==> src/rtl/wshb_arb_pkg.sv <==
// Shared types and widths for the two-requester Wishbone arbiter.
package wshb_arb_pkg;
  typedef enum logic [1:0] {IDLE, OWN0, OWN1, GAP} arb_state_t;
  typedef logic [1:0] owner_t;

  localparam owner_t OWNER_NONE = 2'b00;
  localparam owner_t OWNER_0    = 2'b01;
  localparam owner_t OWNER_1    = 2'b10;

  localparam int ADR_W = 32;
  localparam int DAT_W = 32;
  localparam int SEL_W = 4;
endpackage

==> src/rtl/wshb_if.sv <==
// Wishbone classic bundle; master drives requests, slave returns ack and read data.
interface wshb_if;
  import wshb_arb_pkg::*;

  logic               cyc;
  logic               stb;
  logic               we;
  logic [ADR_W-1:0]   adr;
  logic [DAT_W-1:0]   dat_ms;
  logic [DAT_W-1:0]   dat_sm;
  logic [SEL_W-1:0]   sel;
  logic [2:0]         cti;
  logic [1:0]         bte;
  logic               ack;

  modport master (output cyc, stb, we, adr, dat_ms, sel, cti, bte,
                  input  ack, dat_sm);
  modport slave  (input  cyc, stb, we, adr, dat_ms, sel, cti, bte,
                  output ack, dat_sm);
endinterface

==> src/rtl/wshb_arb_mux.sv <==
// Combinational routing between the two requesters and the shared slave port.
module wshb_arb_mux
  import wshb_arb_pkg::*;
(
  input  owner_t           owner,
  input  logic [DAT_W-1:0] hold0,
  input  logic [DAT_W-1:0] hold1,
  wshb_if.slave            s0,
  wshb_if.slave            s1,
  wshb_if.master           m
);
  logic sel0;
  logic sel1;

  assign sel0 = (owner == OWNER_0);
  assign sel1 = (owner == OWNER_1);

  // With no owner every request line is forced low, so the slave sees an idle bus.
  assign m.cyc    = (sel0 & s0.cyc) | (sel1 & s1.cyc);
  assign m.stb    = (sel0 & s0.stb) | (sel1 & s1.stb);
  assign m.we     = (sel0 & s0.we)  | (sel1 & s1.we);
  assign m.adr    = sel0 ? s0.adr    : (sel1 ? s1.adr    : '0);
  assign m.dat_ms = sel0 ? s0.dat_ms : (sel1 ? s1.dat_ms : '0);
  assign m.sel    = sel0 ? s0.sel    : (sel1 ? s1.sel    : '0);
  assign m.cti    = sel0 ? s0.cti    : (sel1 ? s1.cti    : '0);
  assign m.bte    = sel0 ? s0.bte    : (sel1 ? s1.bte    : '0);

  assign s0.ack    = sel0 & m.ack;
  assign s1.ack    = sel1 & m.ack;
  assign s0.dat_sm = sel0 ? m.dat_sm : hold0;
  assign s1.dat_sm = sel1 ? m.dat_sm : hold1;
endmodule

==> src/rtl/wshb_arbiter.sv <==
// Two-requester Wishbone arbiter with bounded bursts and a one-cycle gap between owners.
// Define WSHB_ARB_FIXED_PRIO_EN to make requester 0 always win and never be preempted.
//
//  state | meaning
//  IDLE  | no owner, arbitrate pending requests
//  OWN0  | requester 0 (reader) drives the slave
//  OWN1  | requester 1 (writer) drives the slave
//  GAP   | dead cycle with cyc low, arbitrate as in IDLE
module wshb_arbiter
  import wshb_arb_pkg::*;
#(
  parameter int MAX_BURST = 16
) (
  input  logic       clk,
  input  logic       rst_n,
  wshb_if.slave      wshb_ifs0,
  wshb_if.slave      wshb_ifs1,
  wshb_if.master     wshb_ifm,
  output logic [1:0] owner
);
  localparam int CNT_W = $clog2(MAX_BURST + 1);
  localparam logic [CNT_W-1:0] CNT_MAX  = CNT_W'(MAX_BURST);
  localparam logic [CNT_W-1:0] CNT_LAST = CNT_W'(MAX_BURST - 1);
`ifdef WSHB_ARB_FIXED_PRIO_EN
  localparam logic FIXED_PRIO = 1'b1;
`else
  localparam logic FIXED_PRIO = 1'b0;
`endif

  arb_state_t       state;
  owner_t           owner_q;
  logic [CNT_W-1:0] burst_cnt;
  logic             last_served;
  logic [DAT_W-1:0] hold0;
  logic [DAT_W-1:0] hold1;
  logic             req0, req1, win0, win1;
  logic             xfer, at_limit, pre0, pre1;

  assign req0     = wshb_ifs0.cyc & wshb_ifs0.stb;
  assign req1     = wshb_ifs1.cyc & wshb_ifs1.stb;
  // Forwarded stb is zero outside OWNx, so stray slave acks never count.
  assign xfer     = wshb_ifm.ack & wshb_ifm.stb;
  assign at_limit = (burst_cnt >= CNT_LAST);

  assign win0 = req0 & (~req1 | last_served | FIXED_PRIO);
  assign win1 = req1 & ~win0;
  assign pre0 = xfer & at_limit & req1 & ~FIXED_PRIO;
  assign pre1 = xfer & at_limit & req0;

  always_ff @(posedge clk or negedge rst_n) begin
    if (!rst_n) begin
      state       <= IDLE;
      owner_q     <= OWNER_NONE;
      burst_cnt   <= '0;
      last_served <= 1'b1;
      hold0       <= '0;
      hold1       <= '0;
    end else begin
      case (state)
        IDLE, GAP: begin
          burst_cnt <= '0;
          if (win0) begin
            state   <= OWN0;
            owner_q <= OWNER_0;
          end else if (win1) begin
            state   <= OWN1;
            owner_q <= OWNER_1;
          end else begin
            state   <= IDLE;
            owner_q <= OWNER_NONE;
          end
        end
        OWN0: begin
          hold0 <= wshb_ifm.dat_sm;
          if (!wshb_ifs0.cyc || pre0) begin
            state       <= GAP;
            owner_q     <= OWNER_NONE;
            last_served <= 1'b0;
            burst_cnt   <= '0;
          end else if (xfer && burst_cnt != CNT_MAX) begin
            burst_cnt <= burst_cnt + CNT_W'(1);
          end
        end
        OWN1: begin
          hold1 <= wshb_ifm.dat_sm;
          if (!wshb_ifs1.cyc || pre1) begin
            state       <= GAP;
            owner_q     <= OWNER_NONE;
            last_served <= 1'b1;
            burst_cnt   <= '0;
          end else if (xfer && burst_cnt != CNT_MAX) begin
            burst_cnt <= burst_cnt + CNT_W'(1);
          end
        end
        default: begin
          state   <= IDLE;
          owner_q <= OWNER_NONE;
        end
      endcase
    end
  end

  assign owner = owner_q;

  wshb_arb_mux u_mux (
    .owner (owner_q),
    .hold0 (hold0),
    .hold1 (hold1),
    .s0    (wshb_ifs0),
    .s1    (wshb_ifs1),
    .m     (wshb_ifm)
  );
endmodule

==> src/flat_wrapper.sv <==
// flat-port wrapper written by rule: the top's interface ports become plain ports
module wshb_arbiter_flat import wshb_arb_pkg::*;
#(
  parameter int MAX_BURST = 16
)
  (clk, rst_n, owner, wshb_ifs0_cyc, wshb_ifs0_stb, wshb_ifs0_we, wshb_ifs0_adr, wshb_ifs0_dat_ms, wshb_ifs0_sel, wshb_ifs0_cti, wshb_ifs0_bte, wshb_ifs0_ack, wshb_ifs0_dat_sm, wshb_ifs1_cyc, wshb_ifs1_stb, wshb_ifs1_we, wshb_ifs1_adr, wshb_ifs1_dat_ms, wshb_ifs1_sel, wshb_ifs1_cti, wshb_ifs1_bte, wshb_ifs1_ack, wshb_ifs1_dat_sm, wshb_ifm_cyc, wshb_ifm_stb, wshb_ifm_we, wshb_ifm_adr, wshb_ifm_dat_ms, wshb_ifm_sel, wshb_ifm_cti, wshb_ifm_bte, wshb_ifm_ack, wshb_ifm_dat_sm);
  wshb_if wshb_ifs0_i ();
  wshb_if wshb_ifs1_i ();
  wshb_if wshb_ifm_i ();
  input  logic clk;
  input  logic rst_n;
  output logic [1:0] owner;
  input wire logic [$bits(wshb_ifs0_i.cyc)-1:0] wshb_ifs0_cyc;
  input wire logic [$bits(wshb_ifs0_i.stb)-1:0] wshb_ifs0_stb;
  input wire logic [$bits(wshb_ifs0_i.we)-1:0] wshb_ifs0_we;
  input wire logic [$bits(wshb_ifs0_i.adr)-1:0] wshb_ifs0_adr;
  input wire logic [$bits(wshb_ifs0_i.dat_ms)-1:0] wshb_ifs0_dat_ms;
  input wire logic [$bits(wshb_ifs0_i.sel)-1:0] wshb_ifs0_sel;
  input wire logic [$bits(wshb_ifs0_i.cti)-1:0] wshb_ifs0_cti;
  input wire logic [$bits(wshb_ifs0_i.bte)-1:0] wshb_ifs0_bte;
  output wire logic [$bits(wshb_ifs0_i.ack)-1:0] wshb_ifs0_ack;
  output wire logic [$bits(wshb_ifs0_i.dat_sm)-1:0] wshb_ifs0_dat_sm;
  input wire logic [$bits(wshb_ifs1_i.cyc)-1:0] wshb_ifs1_cyc;
  input wire logic [$bits(wshb_ifs1_i.stb)-1:0] wshb_ifs1_stb;
  input wire logic [$bits(wshb_ifs1_i.we)-1:0] wshb_ifs1_we;
  input wire logic [$bits(wshb_ifs1_i.adr)-1:0] wshb_ifs1_adr;
  input wire logic [$bits(wshb_ifs1_i.dat_ms)-1:0] wshb_ifs1_dat_ms;
  input wire logic [$bits(wshb_ifs1_i.sel)-1:0] wshb_ifs1_sel;
  input wire logic [$bits(wshb_ifs1_i.cti)-1:0] wshb_ifs1_cti;
  input wire logic [$bits(wshb_ifs1_i.bte)-1:0] wshb_ifs1_bte;
  output wire logic [$bits(wshb_ifs1_i.ack)-1:0] wshb_ifs1_ack;
  output wire logic [$bits(wshb_ifs1_i.dat_sm)-1:0] wshb_ifs1_dat_sm;
  output wire logic [$bits(wshb_ifm_i.cyc)-1:0] wshb_ifm_cyc;
  output wire logic [$bits(wshb_ifm_i.stb)-1:0] wshb_ifm_stb;
  output wire logic [$bits(wshb_ifm_i.we)-1:0] wshb_ifm_we;
  output wire logic [$bits(wshb_ifm_i.adr)-1:0] wshb_ifm_adr;
  output wire logic [$bits(wshb_ifm_i.dat_ms)-1:0] wshb_ifm_dat_ms;
  output wire logic [$bits(wshb_ifm_i.sel)-1:0] wshb_ifm_sel;
  output wire logic [$bits(wshb_ifm_i.cti)-1:0] wshb_ifm_cti;
  output wire logic [$bits(wshb_ifm_i.bte)-1:0] wshb_ifm_bte;
  input wire logic [$bits(wshb_ifm_i.ack)-1:0] wshb_ifm_ack;
  input wire logic [$bits(wshb_ifm_i.dat_sm)-1:0] wshb_ifm_dat_sm;
  assign wshb_ifs0_i.cyc = wshb_ifs0_cyc;
  assign wshb_ifs0_i.stb = wshb_ifs0_stb;
  assign wshb_ifs0_i.we = wshb_ifs0_we;
  assign wshb_ifs0_i.adr = wshb_ifs0_adr;
  assign wshb_ifs0_i.dat_ms = wshb_ifs0_dat_ms;
  assign wshb_ifs0_i.sel = wshb_ifs0_sel;
  assign wshb_ifs0_i.cti = wshb_ifs0_cti;
  assign wshb_ifs0_i.bte = wshb_ifs0_bte;
  assign wshb_ifs0_ack = wshb_ifs0_i.ack;
  assign wshb_ifs0_dat_sm = wshb_ifs0_i.dat_sm;
  assign wshb_ifs1_i.cyc = wshb_ifs1_cyc;
  assign wshb_ifs1_i.stb = wshb_ifs1_stb;
  assign wshb_ifs1_i.we = wshb_ifs1_we;
  assign wshb_ifs1_i.adr = wshb_ifs1_adr;
  assign wshb_ifs1_i.dat_ms = wshb_ifs1_dat_ms;
  assign wshb_ifs1_i.sel = wshb_ifs1_sel;
  assign wshb_ifs1_i.cti = wshb_ifs1_cti;
  assign wshb_ifs1_i.bte = wshb_ifs1_bte;
  assign wshb_ifs1_ack = wshb_ifs1_i.ack;
  assign wshb_ifs1_dat_sm = wshb_ifs1_i.dat_sm;
  assign wshb_ifm_cyc = wshb_ifm_i.cyc;
  assign wshb_ifm_stb = wshb_ifm_i.stb;
  assign wshb_ifm_we = wshb_ifm_i.we;
  assign wshb_ifm_adr = wshb_ifm_i.adr;
  assign wshb_ifm_dat_ms = wshb_ifm_i.dat_ms;
  assign wshb_ifm_sel = wshb_ifm_i.sel;
  assign wshb_ifm_cti = wshb_ifm_i.cti;
  assign wshb_ifm_bte = wshb_ifm_i.bte;
  assign wshb_ifm_i.ack = wshb_ifm_ack;
  assign wshb_ifm_i.dat_sm = wshb_ifm_dat_sm;
  wshb_arbiter #(.MAX_BURST(MAX_BURST)) u_core (.clk(clk), .rst_n(rst_n), .wshb_ifs0(wshb_ifs0_i), .wshb_ifs1(wshb_ifs1_i), .wshb_ifm(wshb_ifm_i), .owner(owner));
endmodule
==> config.mk <==
export PLATFORM = sky130hd
export DESIGN_NAME = wshb_arbiter_flat
export DESIGN_NICKNAME = d
export VERILOG_FILES = /design/src/rtl/wshb_arb_pkg.sv /design/src/rtl/wshb_if.sv /design/src/rtl/wshb_arb_mux.sv /design/src/rtl/wshb_arbiter.sv /design/src/flat_wrapper.sv
export SDC_FILE = /design/constraint.sdc
export NUM_CORES = 1
export LEC_CHECK = 0
export BUFFER_PORTS_ARGS = -buffer_cell sky130_fd_sc_hd__buf_2
export CORE_AREA = 2 2 129 131
export DETAILED_ROUTE_END_ITERATION = 10
export DIE_AREA = 0 0 131 133
export PLACE_DENSITY = 0.56
export SYNTH_ARGS = -nofsm -noshare
export SYNTH_HDL_FRONTEND = slang
export SYNTH_HIERARCHICAL = 1
export SYNTH_SLANG_ARGS = --single-unit
==> constraint.sdc <==
create_clock -name clk -period 2.3 [get_ports clk]
set_input_delay 0.115 -clock clk [delete_from_list [all_inputs] [get_ports clk]]
set_output_delay 0.115 -clock clk [all_outputs]
set_load 0.02 [all_outputs]
Yosys cells after proc, flatten, opt, wreduce, memory -nomap -nowiden
Index checks and enable logic that the tools add are counted.
{"block": "totals", "word_cells": 75, "regBits": 74, "out_inout_bits": 144}
{"block": "op_classes", "addsub": 1, "reduce_logical": 10, "n_mux": 27, "bitwise": 22, "n_lt_le_gt_ge": 1, "n_eq_ne": 8}
{"operator": "32-bit 2-to-1 mux", "count": 6}
{"operator": "1-bit AND", "count": 16}
{"operator": "2-bit 2-to-1 mux", "count": 8}
{"operator": "5-bit 2-to-1 mux", "count": 3}
{"operator": "5-bit one-hot mux with 3 select lines", "count": 1}
{"operator": "2-bit one-hot mux with 3 select lines", "count": 2}
{"operator": "4-bit 2-to-1 mux", "count": 2}
{"operator": "2-bit equality test, second input constant", "count": 3}
{"operator": "3-bit 2-to-1 mux", "count": 2}
{"operator": "5-bit by 1-bit adder with 5-bit output, second input constant", "count": 1}
{"operator": "5-bit by 4-bit greater-or-equal comparator with 1-bit output, second input constant", "count": 1}
{"operator": "5-bit != test, second input constant", "count": 1}
{"operator": "2-bit by 1-bit equality test with 1-bit output, second input constant", "count": 2}
{"operator": "2-bit by 1-bit != test with 1-bit output, second input constant", "count": 2}
{"operator": "1-bit bitwise OR", "count": 4}
{"operator": "3-bit AND reduction", "count": 1}
{"operator": "1-bit logical NOT", "count": 2}
{"operator": "2-bit logical NOT", "count": 1}
{"operator": "1-bit logical OR", "count": 2}
{"operator": "1-bit 2-to-1 mux", "count": 2}
{"operator": "1-bit NOT", "count": 2}
{"operator": "1-bit one-hot mux with 2 select lines", "count": 1}
{"operator": "2-bit AND reduction", "count": 1}
{"operator": "2-bit nonzero test", "count": 1}
{"operator": "2 further kinds", "count": 2}

Depth between registers and ports, before layout
{"block": "depth", "word_depth": 9, "mapped_depth": 9, "ltp_nobuf": 7}

Modules after synthesis
The synthesis kept the hierarchy.
{"module": "wshb_arbiter", "n_inst": 1, "seq_area_each_um2": 1853.0, "cells_each": 201, "area_each_um2": 3030.4}
{"module": "wshb_arb_mux", "n_inst": 1, "seq_area_each_um2": 0.0, "cells_each": 168, "area_each_um2": 1574.0}

Worst setup path after synthesis
Ideal clock, no wire load.
{"block": "synth_path", "path_type": "reg2reg", "from": "register u_core.owner_q[1] (netlist: u_core/owner[1])", "to": "register u_core.owner_q[1] (netlist: u_core/owner[1])", "stages_incl_launch_ff": 10, "setup_ps": 125, "setup_slack_ps": -27, "arrival_time_ps": 2202, "t_required_ps": 2175, "path_cell_list": "dfrtp_1 nor2b_1 buf_2 buf_4 a22o_1 nand4_1 o211ai_2 and3_1 buf_6 mux2_4"}
{"block": "synth_via", "elab_chain_cells": 9, "word_cells_on_any_way": 14, "classes_between": "eq/ne (4); bitwise (7); reduce/logical (3)"}
{"element": "start, declared", "line_no": "wshb_arbiter.sv:31", "text": "owner_t owner_q;"}
{"element": "start signal, assigned", "line_no": "wshb_arbiter.sv:53", "text": "owner_q <= OWNER_NONE;"}
{"element": "start signal, assigned", "line_no": "wshb_arbiter.sv:64", "text": "owner_q <= OWNER_0;"}
{"element": "start signal, assigned", "line_no": "wshb_arbiter.sv:67", "text": "owner_q <= OWNER_1;"}
{"element": "2-bit by 1-bit equality test with 1-bit output or 2-bit equality test (tied branches)", "line_no": "wshb_arb_mux.sv:15, wshb_arb_mux.sv:16"}
{"element": "1-bit AND", "line_no": "wshb_arb_mux.sv:20", "text": "assign m.stb = (sel0 & s0.stb) | (sel1 & s1.stb);"}
{"element": "1-bit bitwise OR (*)", "line_no": "wshb_arb_mux.sv:20"}
{"element": "net wshb_ifm_stb", "line_no": "flat_wrapper.sv:34", "text": "output wire logic [$bits(wshb_ifm_i.stb)-1:0] wshb_ifm_stb;"}
{"element": "1-bit AND (*)", "line_no": "wshb_arbiter.sv:42", "text": "assign xfer = wshb_ifm.ack & wshb_ifm.stb;"}
{"element": "1-bit AND (*)", "line_no": "wshb_arbiter.sv:47, wshb_arbiter.sv:48"}
{"element": "1-bit AND (on tied branches)", "line_no": "wshb_arbiter.sv:48, wshb_arbiter.sv:47"}
{"element": "1-bit logical OR (on tied branches)", "line_no": "wshb_arbiter.sv:86, wshb_arbiter.sv:75"}
{"element": "2-bit by 1-bit != test with 1-bit output (no source line)"}
{"element": "2-bit AND reduction (no source line) (*)"}
Mark *: on every way through the listed nets, which the timed path passes. The rest lies on a longest branch.
A chain may end at the register's enable or synchronous reset.

Worst setup path after layout
{"block": "layout_path", "from": "register u_core.owner_q[1] (netlist: u_core/owner[1])", "to": "output port wshb_ifs1_dat_sm[1]"}
{"block": "layout_via", "elab_chain_cells": 2}
{"element": "2-bit equality test", "line_no": "wshb_arb_mux.sv:16", "text": "assign sel1 = (owner == OWNER_1);"}
{"element": "32-bit 2-to-1 mux", "line_no": "wshb_arb_mux.sv:31", "text": "assign s1.dat_sm = sel1 ? m.dat_sm : hold1;"}
{"element": "end, declared", "line_no": "flat_wrapper.sv:32", "text": "output wire logic [$bits(wshb_ifs1_i.dat_sm)-1:0] wshb_ifs1_dat_sm;"}
Every way passes these cells.

==> flow_metrics.env <==
export IMPL_end_kind="primary output"
export IMPL_die_area_mm2=0.0174
export IMPL_place_port_buffers=330
export IMPL_r2r_start="u_core/burst_cnt[0]$_DFF_PN0_"
export IMPL_crit_arrival_ns=2.05
export IMPL_dieHeight_um=133
export IMPL_pwr_density_cell_mw_per_mm2=1630
export IMPL_synth_main_ff_cell="dfrtp_1"
export IMPL_synth_largest_area_cell="dfrtp_1"
export IMPL_worstSetupPathType="reg2out"
export IMPL_syn_num_nets=561
export IMPL_yosysWarnings=6
export IMPL_p_leak_nw=3.41
export IMPL_dp_hpwl_um=13400
export IMPL_drt_iter0_markers=163
export IMPL_synthCells=369
export IMPL_ios=331
export IMPL_root_buffer="clkbuf_16"
export IMPL_rsz0062_at_grt="no"
export IMPL_cts_tree="yes"
export IMPL_syn_area_per_cell_um2=12.5
export IMPL_max_slew_margin_pct=47.4
export IMPL_finalHoldViolCount=0
export IMPL_final_setup_viol_count=0
export IMPL_path_depth=4
export IMPL_synth_edff_count=0
export IMPL_syn_to_final_growth_pct=46.7
export IMPL_clock_fmax_ghz=0.461
export IMPL_grt_pass1_vias=4460
export IMPL_finalWeightedCongestion=0.795
export IMPL_status="finished clean"
export IMPL_wirelength_um=17000
export IMPL_hold_class="in2reg"
export IMPL_coreArea_mm2=0.0162
export IMPL_hold_depth=2
export IMPL_clk_path_buf_depth=2
export IMPL_rows=47
export IMPL_clock_sinks=74
export IMPL_cts_made_buffers=9
export IMPL_cp_top_family="buffers and inverters"
export IMPL_critPathLaunch="u_core/owner[1]$_DFFE_PN0P_"
export IMPL_netlist_area_leader_share_pct=39.7
export IMPL_cts_max_level=3
export IMPL_dieWidth_um=131
export IMPL_synth_area_leaders="dfrtp_1, mux2_2, mux2_1"
export IMPL_grt_total_usage_pct=18.4
export IMPL_vias_per_cell=4.85
export IMPL_layout_nets=876
export IMPL_min_from="wshb_ifm_dat_sm[7]"
export IMPL_grt_ovfl_total=0
export IMPL_start_util_pct=28.5
export IMPL_ir_drop_v=0.000806
export IMPL_synth_seq_cells=74
export IMPL_reg2regPathDepth=7
export IMPL_cap_viol_max_count=0
export IMPL_skew_ns=0.00547
export IMPL_slew_violations=0
export IMPL_cp_required_ns=2.18
export IMPL_synth_distinct_cells=34
export IMPL_drc=0
export IMPL_clk_latency_ns=0.33
export IMPL_clk_pin_slew_worst_paths_ns=0.06
export IMPL_period_needed_ns=2.17
export IMPL_layout_drive_gt1_share_pct=62.8
export IMPL_tns_ns=0
export IMPL_yosysSeqAreaShare_pct=40.2
export IMPL_vias=4418
export IMPL_final_common_cell="buf_2"
export IMPL_first_pass_iters=4
export IMPL_fin_util_pct=41.8
export IMPL_layout_common_cells="buf_2, a22o_1, dfrtp_1"
export IMPL_min_period_over_period_pct=94.3
export IMPL_syn_area_mm2=0.00460
export IMPL_cp_start_kind="flip-flop"
export IMPL_synth_async_reset_ratio_pct=100
export IMPL_path_cells="nor2b_4 > buf_12 > mux2_1 > buf_2"
export IMPL_worst_path_max_fanout=108
export IMPL_drt_wirelength_per_cell_um=18.7
export IMPL_grt_pass1_wl_um=24500
export IMPL_ant_nets=0
export IMPL_antenna_found_initial=0
export IMPL_crit_buf_inv=2
export IMPL_critPathSlowestCell="dfrtp_1"
export IMPL_tightestPinTransition_ns=0.789
export IMPL_grt_max_degree=109
export IMPL_worst_path_largest_cell_delay_ns=0.44
logic make-up after synthesis:
| group | after synthesis | share of synthesized area, % |
|---|---|---|
| flops | 74 | 40.2 |
| mux | 133 | 32.7 |
| buf+inv | 41 | 5.43 |
| compound gates | 87 | 16.5 |
| fa+ha+maj | 5 | 1.36 |
| xor+xnor | 3 | 0.571 |
| simple gates | 26 | 3.18 |
area by class of cell:
| type | count | area, um^2 |
|---|---|---|
| Tap cell | 220 | 275 |
| Clock buffer | 10 | 229 |
| Antenna cell | 1 | 2.50 |
| Timing Repair Buffer | 338 | 1750 |
| Clock inverter | 6 | 91.3 |
| Inverter | 7 | 26.3 |
| Multi-Input combinational cell | 254 | 2520 |
| Sequential cell | 74 | 1850 |
| Fill cell | 1587 | 9420 |
worst paths after layout:
| check | endpoint | slack [ns] |
|---|---|---|
| worst min-delay path | u_core/hold0[7]$_DFFE_PN0P_ | 0.05 |
| max in group asynchronous | u_core/hold1[4]$_DFFE_PN0P_ | 1.18 |
| worst max-delay path | wshb_ifs1_dat_sm[1] | 0.13 |
| min in group asynchronous | u_core/hold0[24]$_DFFE_PN0P_ | 0.41 |
| worst max register to register | u_core/state[0]$_DFFE_PN0P_ | 0.23 |
| worst min register to register | u_core/hold0[12]$_DFFE_PN0P_ | 0.50 |
Yosys cell counts (4+ instances only):
| master | count |
|---|---|
| a22o_1 | 76 |
| dfrtp_1 | 73 |
| mux2_2 | 66 |
| mux2_1 | 62 |
| buf_2 | 20 |
| buf_4 | 7 |
| inv_1 | 7 |
| buf_6 | 6 |
| ha_1 | 5 |
| nand2_1 | 4 |
| nor3_1 | 4 |
metrics by stage:
step	cell area [um^2]	setup WS (ns)	power, mW	cells	hold WS, ns
2_1_floorplan	4610	0.0832	7.39	369	-0.181
3_3_place_gp	6420	0.217	9.50	892	0.230
3_5_place_dp	6420	0.136	9.61	892	0.238
4_1_cts	6750	0.124	11.2	909	0.0376
5_1_grt	6750	0.0647	11.7	909	0.0505
6_report	6750	0.131	11.0	910	0.0550
power breakdown:
group	internal [mW]	total (mW)	leakage [nW]	switching [mW]
combinational	3.03	7.26	2.38	4.23
sequential	1.95	2.27	0.881	0.322
clock	0.952	1.51	0.145	0.554
total	5.93	11.0	3.41	5.10
sequential cells by signal, indices dropped and copies added, names as in the netlist:
name,cells
u_core/burst_cnt,5
u_core/last_served,1
u_core/state,2
u_core/hold0,32
u_core/owner,2
u_core/hold1,32
worst register-to-register path: stages (launching register included):
cell and delay [ns]:
dfrtp_1 0.42, ha_1 0.23, and3_1 0.19, ha_1 0.17, o211ai_1 0.22, o211ai_2 0.13, and3_2 0.28, mux2_4 0.32
per-layer routing:
layer	up-vias	global-route usage, %	wire [um]
li1	2032	-	-
met1	2167	22.5	6980
met2	195	32.4	8600
met3	24	3.92	1180
met4	0	5.32	296
met5	-	0	0
timing repair:
action	CTS	global route
endpoints found under the setup margin	0	3
endpoints found under the hold margin	31	0
setup buffers	0	0
resized for setup	0	1
hold buffers	1	0
Power figures use the tool's default switching activity.
